## src/rtl/rv32m_pkg.sv

```systemverilog
// Shared encodings and constants for the RV32M multiply/divide unit.
package rv32m_pkg;

  localparam logic [2:0] F3_MUL    = 3'd0;
  localparam logic [2:0] F3_MULH   = 3'd1;
  localparam logic [2:0] F3_MULHSU = 3'd2;
  localparam logic [2:0] F3_MULHU  = 3'd3;
  localparam logic [2:0] F3_DIV    = 3'd4;
  localparam logic [2:0] F3_DIVU   = 3'd5;
  localparam logic [2:0] F3_REM    = 3'd6;
  localparam logic [2:0] F3_REMU   = 3'd7;

  localparam logic [31:0] DIV0_Q  = 32'hFFFF_FFFF;
  localparam logic [31:0] INT_MIN = 32'h8000_0000;

  typedef enum logic [1:0] {StIdle, StCalc, StFixup, StDone} mdu_state_t;

  // rs1 is signed for MULH, MULHSU, DIV, REM; rs2 only for MULH, DIV, REM.
  function automatic logic op_signed_a(input logic [2:0] f);
    return (f == F3_MULH) | (f == F3_MULHSU) | (f == F3_DIV) | (f == F3_REM);
  endfunction

  function automatic logic op_signed_b(input logic [2:0] f);
    return (f == F3_MULH) | (f == F3_DIV) | (f == F3_REM);
  endfunction

endpackage

```

## src/rtl/mdu_div_core.sv

```systemverilog
// Restoring unsigned divider: one quotient bit per enabled cycle on a 33-bit partial remainder.
module mdu_div_core #(
  parameter int unsigned XLEN = 32
) (
  input  logic            clk,
  input  logic            rst,
  input  logic            load,
  input  logic            en,
  input  logic [XLEN-1:0] dividend,
  input  logic [XLEN-1:0] divisor,
  output logic [XLEN-1:0] quotient,
  output logic [XLEN-1:0] remainder
);

  logic [XLEN:0]   prem_q, prem_d;
  logic [XLEN-1:0] quo_q, quo_d;
  logic [XLEN+1:0] trial, diff;

  always_comb begin
    trial  = {prem_q, quo_q[XLEN-1]};
    diff   = trial - {2'b00, divisor};
    prem_d = prem_q;
    quo_d  = quo_q;
    if (load) begin
      prem_d = '0;
      quo_d  = dividend;
    end else if (en) begin
      // Negative trial difference means restore the shifted remainder.
      if (diff[XLEN+1]) begin
        prem_d = trial[XLEN:0];
        quo_d  = {quo_q[XLEN-2:0], 1'b0};
      end else begin
        prem_d = diff[XLEN:0];
        quo_d  = {quo_q[XLEN-2:0], 1'b1};
      end
    end
  end

  always_ff @(posedge clk or posedge rst) begin
    if (rst) begin
      prem_q <= '0;
      quo_q  <= '0;
    end else begin
      prem_q <= prem_d;
      quo_q  <= quo_d;
    end
  end

  assign quotient  = quo_q;
  assign remainder = prem_q[XLEN-1:0];

endmodule

```

## src/rtl/rv32m_mdu.sv

```systemverilog
// Iterative RV32M multiply/divide unit with one-cycle register-file write-back.
// Define RV32M_MDU_FAST_MUL_EN to resolve all multiplies combinationally at accept.
module rv32m_mdu
  import rv32m_pkg::*;
#(
  parameter int unsigned XLEN = 32
) (
  input  logic            clk,
  input  logic            rst,
  input  logic            start,
  input  logic [2:0]      funct3,
  input  logic [XLEN-1:0] opa,
  input  logic [XLEN-1:0] opb,
  input  logic [4:0]      rd_in,
  output logic            busy,
  output logic            done,
  output logic            we,
  output logic [XLEN-1:0] result,
  output logic [4:0]      rd_out
);

  mdu_state_t        state_q, state_d;
  logic [4:0]        cnt_q, cnt_d;
  logic [2:0]        f3_q, f3_d;
  logic [4:0]        rd_q, rd_d;
  logic [XLEN-1:0]   mag_a_q, mag_a_d, mag_b_q, mag_b_d;
  logic              neg_a_q, neg_a_d, neg_b_q, neg_b_d;
  logic [2*XLEN-1:0] acc_q, acc_d;
  logic [XLEN-1:0]   result_q, result_d;

  logic              accept, is_div, sgn_a, sgn_b, div_zero, div_ovf, short_path;
  logic [XLEN-1:0]   abs_a, abs_b, special_res, short_res, fix_res;
  logic [XLEN:0]     mul_sum;
  logic [2*XLEN-1:0] prod;
  logic [XLEN-1:0]   div_quo, div_rem, quo_s, rem_s;

  assign accept = start & ((state_q == StIdle) | (state_q == StDone));
  assign is_div = funct3[2];
  assign sgn_a  = op_signed_a(funct3) & opa[XLEN-1];
  assign sgn_b  = op_signed_b(funct3) & opb[XLEN-1];
  assign abs_a  = sgn_a ? -opa : opa;
  assign abs_b  = sgn_b ? -opb : opb;

  assign div_zero = is_div & (opb == '0);
  assign div_ovf  = ((funct3 == F3_DIV) | (funct3 == F3_REM)) & (opa == INT_MIN) & (opb == '1);

  // funct3[1] separates REM/REMU from DIV/DIVU.
  always_comb begin
    if (div_zero) special_res = funct3[1] ? opa : DIV0_Q;
    else          special_res = funct3[1] ? '0 : INT_MIN;
  end

`ifdef RV32M_MDU_FAST_MUL_EN
  logic signed [2*XLEN-1:0] fast_a, fast_b, fast_p;
  logic [XLEN-1:0]          fast_res;
  assign fast_a   = {{XLEN{sgn_a}}, opa};
  assign fast_b   = {{XLEN{sgn_b}}, opb};
  assign fast_p   = fast_a * fast_b;
  assign fast_res = (funct3 == F3_MUL) ? fast_p[XLEN-1:0] : fast_p[2*XLEN-1:XLEN];
`endif

  always_comb begin
    short_path = div_zero | div_ovf;
    short_res  = special_res;
`ifdef RV32M_MDU_FAST_MUL_EN
    if (!is_div) begin
      short_path = 1'b1;
      short_res  = fast_res;
    end
`endif
  end

  mdu_div_core #(
    .XLEN(XLEN)
  ) u_div_core (
    .clk      (clk),
    .rst      (rst),
    .load     (accept),
    .en       ((state_q == StCalc) & f3_q[2]),
    .dividend (abs_a),
    .divisor  (mag_b_q),
    .quotient (div_quo),
    .remainder(div_rem)
  );

  // Shift-add: accumulator holds {partial high, remaining multiplier bits}.
  assign mul_sum = {1'b0, acc_q[2*XLEN-1:XLEN]} + (acc_q[0] ? {1'b0, mag_a_q} : '0);

  always_comb begin
    prod    = (neg_a_q ^ neg_b_q) ? -acc_q : acc_q;
    quo_s   = (neg_a_q ^ neg_b_q) ? -div_quo : div_quo;
    rem_s   = neg_a_q ? -div_rem : div_rem;
    if (f3_q[2])             fix_res = f3_q[1] ? rem_s : quo_s;
    else if (f3_q == F3_MUL) fix_res = prod[XLEN-1:0];
    else                     fix_res = prod[2*XLEN-1:XLEN];
  end

  always_comb begin
    cnt_d    = cnt_q;
    f3_d     = f3_q;
    rd_d     = rd_q;
    mag_a_d  = mag_a_q;
    mag_b_d  = mag_b_q;
    neg_a_d  = neg_a_q;
    neg_b_d  = neg_b_q;
    acc_d    = acc_q;
    result_d = result_q;
    if (accept) begin
      cnt_d   = '0;
      f3_d    = funct3;
      rd_d    = rd_in;
      mag_a_d = abs_a;
      mag_b_d = abs_b;
      neg_a_d = sgn_a;
      neg_b_d = sgn_b;
      acc_d   = {{XLEN{1'b0}}, abs_b};
      if (short_path) result_d = short_res;
    end else if (state_q == StCalc) begin
      cnt_d = cnt_q + 5'd1;
      if (!f3_q[2]) acc_d = {mul_sum, acc_q[XLEN-1:1]};
    end else if (state_q == StFixup) begin
      result_d = fix_res;
    end
  end

  always_comb begin
    state_d = state_q;
    unique case (state_q)
      StIdle, StDone: begin
        if (accept) state_d = short_path ? StDone : StCalc;
        else        state_d = StIdle;
      end
      StCalc:  if (cnt_q == 5'd31) state_d = StFixup;
      StFixup: state_d = StDone;
      default: state_d = StIdle;
    endcase
  end

  always_comb begin
    busy = (state_q == StCalc) | (state_q == StFixup);
    done = (state_q == StDone);
    we   = done;
  end

  always_ff @(posedge clk or posedge rst) begin
    if (rst) begin
      state_q  <= StIdle;
      cnt_q    <= '0;
      f3_q     <= '0;
      rd_q     <= '0;
      mag_a_q  <= '0;
      mag_b_q  <= '0;
      neg_a_q  <= 1'b0;
      neg_b_q  <= 1'b0;
      acc_q    <= '0;
      result_q <= '0;
    end else begin
      state_q  <= state_d;
      cnt_q    <= cnt_d;
      f3_q     <= f3_d;
      rd_q     <= rd_d;
      mag_a_q  <= mag_a_d;
      mag_b_q  <= mag_b_d;
      neg_a_q  <= neg_a_d;
      neg_b_q  <= neg_b_d;
      acc_q    <= acc_d;
      result_q <= result_d;
    end
  end

  assign result = result_q;
  assign rd_out = rd_q;

endmodule
```

## config.mk

```make
export PLATFORM = sky130hd
export DESIGN_NAME = rv32m_mdu
export DESIGN_NICKNAME = d
export VERILOG_FILES = /design/src/rtl/rv32m_pkg.sv /design/src/rtl/mdu_div_core.sv /design/src/rtl/rv32m_mdu.sv
export SDC_FILE = /design/constraint.sdc
export NUM_CORES = 1
export LEC_CHECK = 0
export ABC_AREA = 1
export BUFFER_PORTS_ARGS = -buffer_cell sky130_fd_sc_hd__buf_2
export CAP_MARGIN = 20
export CORE_UTILIZATION = 50
export CTS_BUF_LIST = sky130_fd_sc_hd__clkbuf_8
export DETAILED_ROUTE_END_ITERATION = 10
export MAX_ROUTING_LAYER = met4
export PLACE_DENSITY = 0.67
export SLEW_MARGIN = 5
export SYNTH_ARGS = -nofsm -noshare
export SYNTH_HDL_FRONTEND = slang
export SYNTH_SLANG_ARGS = --single-unit
```

## constraint.sdc

```tcl
create_clock -name clk -period 10.7 [get_ports clk]
set_clock_uncertainty 0.15 [all_clocks]
set_input_delay 1.07 -clock clk [delete_from_list [all_inputs] [get_ports clk]]
set_output_delay 1.07 -clock clk [all_outputs]
set_load 0.005 [all_outputs]
```

# Word-level counts from Yosys, hierarchy flattened
# Index checks and enable logic that the tools add are counted.
# word_totals
output_inout_bits	40
regBits	242
latch_bits	0
in_bits	75
wordCells	91
ramBits	0
mem_bits_ro	0
mem_count	0
# op_classes
n_div	0
add_sub_neg	8
shifts	0
n_bitwise	17
reduce_logical	9
multipliers	0
mux	31
order_cmp	0
eq_ne	14
# ops
op	count
32-bit 2-to-1 mux	17
64-bit 2-to-1 mux	4
32-bit negator	4
33-bit 2-to-1 mux	3
32-bit equality test (second input constant)	2
64-bit negator	1
34-bit by 32-bit subtractor with 34-bit output	1
32-bit by 32-bit adder with 33-bit output	1
32-bit logical NOT	1
5-bit 2-to-1 mux	2
1-bit bitwise OR	9
1-bit bitwise AND	7
3-bit equality test (second input constant)	2
2-bit 2-to-1 mux	3
2-bit by 1-bit inequality test with 1-bit output (second input constant)	3
2-bit one-hot mux with 3 select lines	1
2-bit nonzero test	3
5-bit by 1-bit adder with 5-bit output (second input constant)	1
5-bit equality test (second input constant)	1
2-bit equality test (second input constant)	2
3-bit by 1-bit equality test with 1-bit output (second input constant)	1
3-bit by 2-bit equality test with 1-bit output (second input constant)	1
3-bit logical NOT	1
3-bit AND reduction	1
7 further kinds	7

# Logic depth before layout (Yosys ltp)
# depth
depth_word	8
depth_mapped	20
depth_no_buf	18

# By module
# A second synthesis with hierarchy kept.
# unflattened
cells_unflattened	3733
area_unflattened_um2	22396.5
# by_module_without_submodules
module	seq_area_each_um2	area_each_um2	instances	cells_each
rv32m_mdu	4429.2	16188.0	1	2763
mdu_div_core	1626.6	6208.5	1	970

# Worst setup path after synthesis
# No wires, ideal clock.
# synth_timing
path_type	input -> register
from	input port opa[0]
to	register u_div_core.quo_q[18] (netlist: u_div_core.quotient[18])
n_path_buf	0
setup_ns	0.139
path_stages	11
setup_slack_ns	7.943
t_required_ns	10.411
t_arrival_ns	2.469
path_cell_list	inv_1 -> ha_1 -> nand3_1 -> nor2_1 -> nand2_2 -> nor3_4 -> nand2_2 -> o21ai_0 -> a21oi_1 -> o21ai_0 -> o211ai_1
# synth_between
elab_chain_len	3
# synth_rtl
element	line_no	rtl
from (decl)	rv32m_mdu.sv:12	input logic [XLEN-1:0] opa,
32-bit negator	rv32m_mdu.sv:41	assign abs_a = sgn_a ? -opa : opa;
32-bit 2-to-1 mux	rv32m_mdu.sv:41	
32-bit 2-to-1 mux	mdu_div_core.sv:24	if (load) begin
to (signal assigned)	mdu_div_core.sv:45	quo_q <= quo_d;
to (decl)	mdu_div_core.sv:16	logic [XLEN-1:0] quo_q, quo_d;
# No other way between the ends.
# A chain may end at the register's enable or synchronous reset.

# Final worst setup path
# layout_timing
from	register state_q[0]
to	register acc_q[59]
# layout_between
elab_chain_len	5
elab_cells_between_ends	9
classes_between	eq/ne (3); mux (1); bitwise (2); reduce/logical (3)
# layout_rtl
element	line_no	rtl
from (decl)	rv32m_mdu.sv:22	mdu_state_t state_q, state_d;
from (signal assigned)	rv32m_mdu.sv:147	state_q <= StIdle;
from (signal assigned)	rv32m_mdu.sv:158	state_q <= state_d;
2-bit equality test or 2-bit logical NOT (tied branches)	rv32m_mdu.sv:37	assign accept = start & ((state_q == StIdle) | (state_q == StDone));
1-bit bitwise OR	rv32m_mdu.sv:37	
1-bit bitwise AND	rv32m_mdu.sv:37	
2-bit by 1-bit inequality test with 1-bit output (no line) or 2-bit nonzero test (tied branches)	-	
2-bit AND reduction (no line)	-	
to (signal assigned)	rv32m_mdu.sv:155	acc_q <= '0;
to (signal assigned)	rv32m_mdu.sv:166	acc_q <= acc_d;
to (decl)	rv32m_mdu.sv:28	logic [2*XLEN-1:0] acc_q, acc_d;
# Several ways; a longest one is shown, not always the timed one.

==> reports/results.ini <==
[floorplan]
initial_core_util=0.511
core_area_um2=41200
row_count=74
die_h_um=207
die_area_um2=42900
ioPinCount=115
die_x_um=207

[worst_setup_path]
critical-path-top-delay-family=buffers and inverters
critPathKind=reg2reg
start_kind=flip-flop
path_max_fanout=57
critical_path.max_stage_delay_ns=0.60
cp_slowest_cell=nor2_1
crit_chain=inv_1, ha_1, nand2_4, inv_2, buf_4, nor2_1, inv_1, nor2_2, buf_4, inv_1, buf_4, a21oi_1, o21ai_0, o21ai_0
cp.required_ns=11.09
worstPathArrival_ns=4.95
cp_num_buf_inv=7
end_kind=flip-flop

[cells_and_area]
layout-drive-gt1-share=0.0758
antenna_cells=0
design_area_um2=22900
area_growth_syn_to_layout_pct=8.74
final_nets=3672

[synthesis]
synth-warning-count=0
synth_cells=3448
synth_top_area_frac=0.288
synth_edf_count=0
syn_area_um2=21000
async_reset_ff_frac=1.00
synth-seq-cells=242
ys.flop_type=dfrtp_1
synth.area.top_cells=dfrtp_1, nand2_1, nand3_1, inv_1, nor2_1
synth.distinct_cells=48
yosysTopAreaCell=dfrtp_1
synth.most_common_cell=nand2_1
synth_nets=3600
avgSynthCellArea_um2=6.10
synth_top_cells_by_count=nand2_1, inv_1, nor2_1, nand3_1, o21ai_0
yosysSeqAreaShare=0.288

[timing]
worst_pin_slew_ns=1.16
fin_crit_sh=0.426
slew_violations=0
relSlewSlack=0.225
fin_ws_ns=6.14
setup_violations=0
finalHoldWorstSlack_ns=0.310
fmaxAchievable_mhz=219
rsz0062_at_grt=no
finalCriticalPeriod_ns=4.56
final-hold-violation-count=0
tns_ns=0

[grt]
gr-total-overflow=0
grt_max_degree=102
antenna_found_initial=0
grt_pass1_vias=22300
grt_pass1_wl_mm=127
track_usage=0.392

[clock_network]
clockRootBuffer=clkbuf_8
cts_buffer_depth=3
cts_made_buffers=46
cts_setup_buffers=0
postCtsHoldBufs=0
cts_tree=built
cts_resized=0
htreeDepth=2
clk_pin_slew_ns=0.06
clk_latency_ns=0.67
cts.sinks=242

[power_and_ir_drop]
power.density_nw_per_um2=300
sw_frac_of_total=0.557
power.leakage_uw=0.0122
vdd_ir_drop_max_v=0.000256
p_clk_frac=0.144
sequentialPowerShare=0.235
intPower_uw=3040
p_switching_uw=3820
combPwrFrac=0.621

[place]
dpl.hpwl_mm=64.3
routabilityCongestion=1.04
placed_area_um2=21900
dp_worst_setup_slack_ns=5.84
port_buffers=114

[route]
routed_wirelength_mm=82.7
first_pass_iters=8
drc=0
vias=23800
post_drt_wl_per_cell_um=20.2
postRouteAntennaNets=0
drt-initial-drc-count=2847
vias_per_cell=5.83

[outcome]
status=finished clean

[job]
cap_violations=0

[hold_path]
hp-class=reg2reg

state kept, by name, indices dropped and copies added, names as in the netlist, 3 cells and up:
name and cells:
u_div_core.quotient 32, f3_q 3, rd_out 5, mag_b_q 32
acc_q 64, u_div_core.prem_q 33, mag_a_q 32, result 32
cnt_q 5
layout by cell type, fill, tap and decap left out, types with 20 or more instances in the layout:
| master | instances |
|---|---|
| nand2_1 | 1100 |
| a21oi_1 | 187 |
| o21ai_1 | 35 |
| nor3_1 | 40 |
| o21ai_0 | 259 |
| buf_4 | 20 |
| clkbuf_8 | 59 |
| o221ai_1 | 30 |
| nor2_1 | 384 |
| buf_2 | 114 |
| nand4_1 | 39 |
| inv_1 | 401 |
| nand3_1 | 313 |
| a22oi_1 | 29 |
| ha_1 | 75 |
| nand3b_1 | 20 |
| dfrtp_1 | 242 |
path summary, 6_finish.rpt:
kind	cells after the start	end	start	slack, ns
min in group asynchronous	2	acc_q[9]	rst	0.45
worst min-delay path	1	cnt_q[3]	cnt_q[3]	0.31
worst max register to register	14	acc_q[59]	state_q[0]	6.14
max in group asynchronous	3	result[5]	rst	8.43
worst min register to register	1	cnt_q[3]	cnt_q[3]	0.31
worst max-delay path	14	acc_q[59]	state_q[0]	6.14
stage by stage:
| stage | power, uW | util | std cells |
|---|---|---|---|
| finish | 6860 | 0.555 | 4083 |
| global route | 7350 | 0.555 | 4083 |
| CTS | 6730 | 0.555 | 4082 |
| detailed placement | 5730 | 0.532 | 4003 |
| global placement | 5660 | 0.532 | 4003 |
| floorplan | 4370 | - | 3448 |
area by class of cell:
cell class / instances / area, um^2
fill: 4288 / 18300
multi-input combinational: 2688 / 12900
sequential: 242 / 6060
inverter: 408 / 1540
clock buffer: 59 / 812
timing repair buffer: 134 / 721
tap: 532 / 666
clock inverter: 20 / 148
power groups by stage:
stage / clock network [uW] / registers, uW / logic (uW)
3_3_place_gp: 0 / 1600 / 4070
2_1_floorplan: 0 / 1500 / 2870
5_1_grt: 1030 / 1650 / 4670
4_1_cts: 994 / 1600 / 4140
6_report: 989 / 1610 / 4260
3_5_place_dp: 0 / 1600 / 4120
logic make-up after synthesis:
kind of cell | count (synthesis) | share of synthesized area
compound gates | 628 | 0.168
xor+xnor | 23 | 0.00958
fa+ha+maj | 77 | 0.0465
buf+inv | 518 | 0.0979
flops | 242 | 0.288
simple gates | 1960 | 0.390
per-layer routing:
metal  track usage  up-vias  share of wire
met1         0.524    11200           0.43
met4         0.142        0          0.035
met2         0.594     1089           0.44
li1              -    11400              -
met3        0.0700      155          0.092
met5             -        -              0
Power figures use the tool's default switching activity.
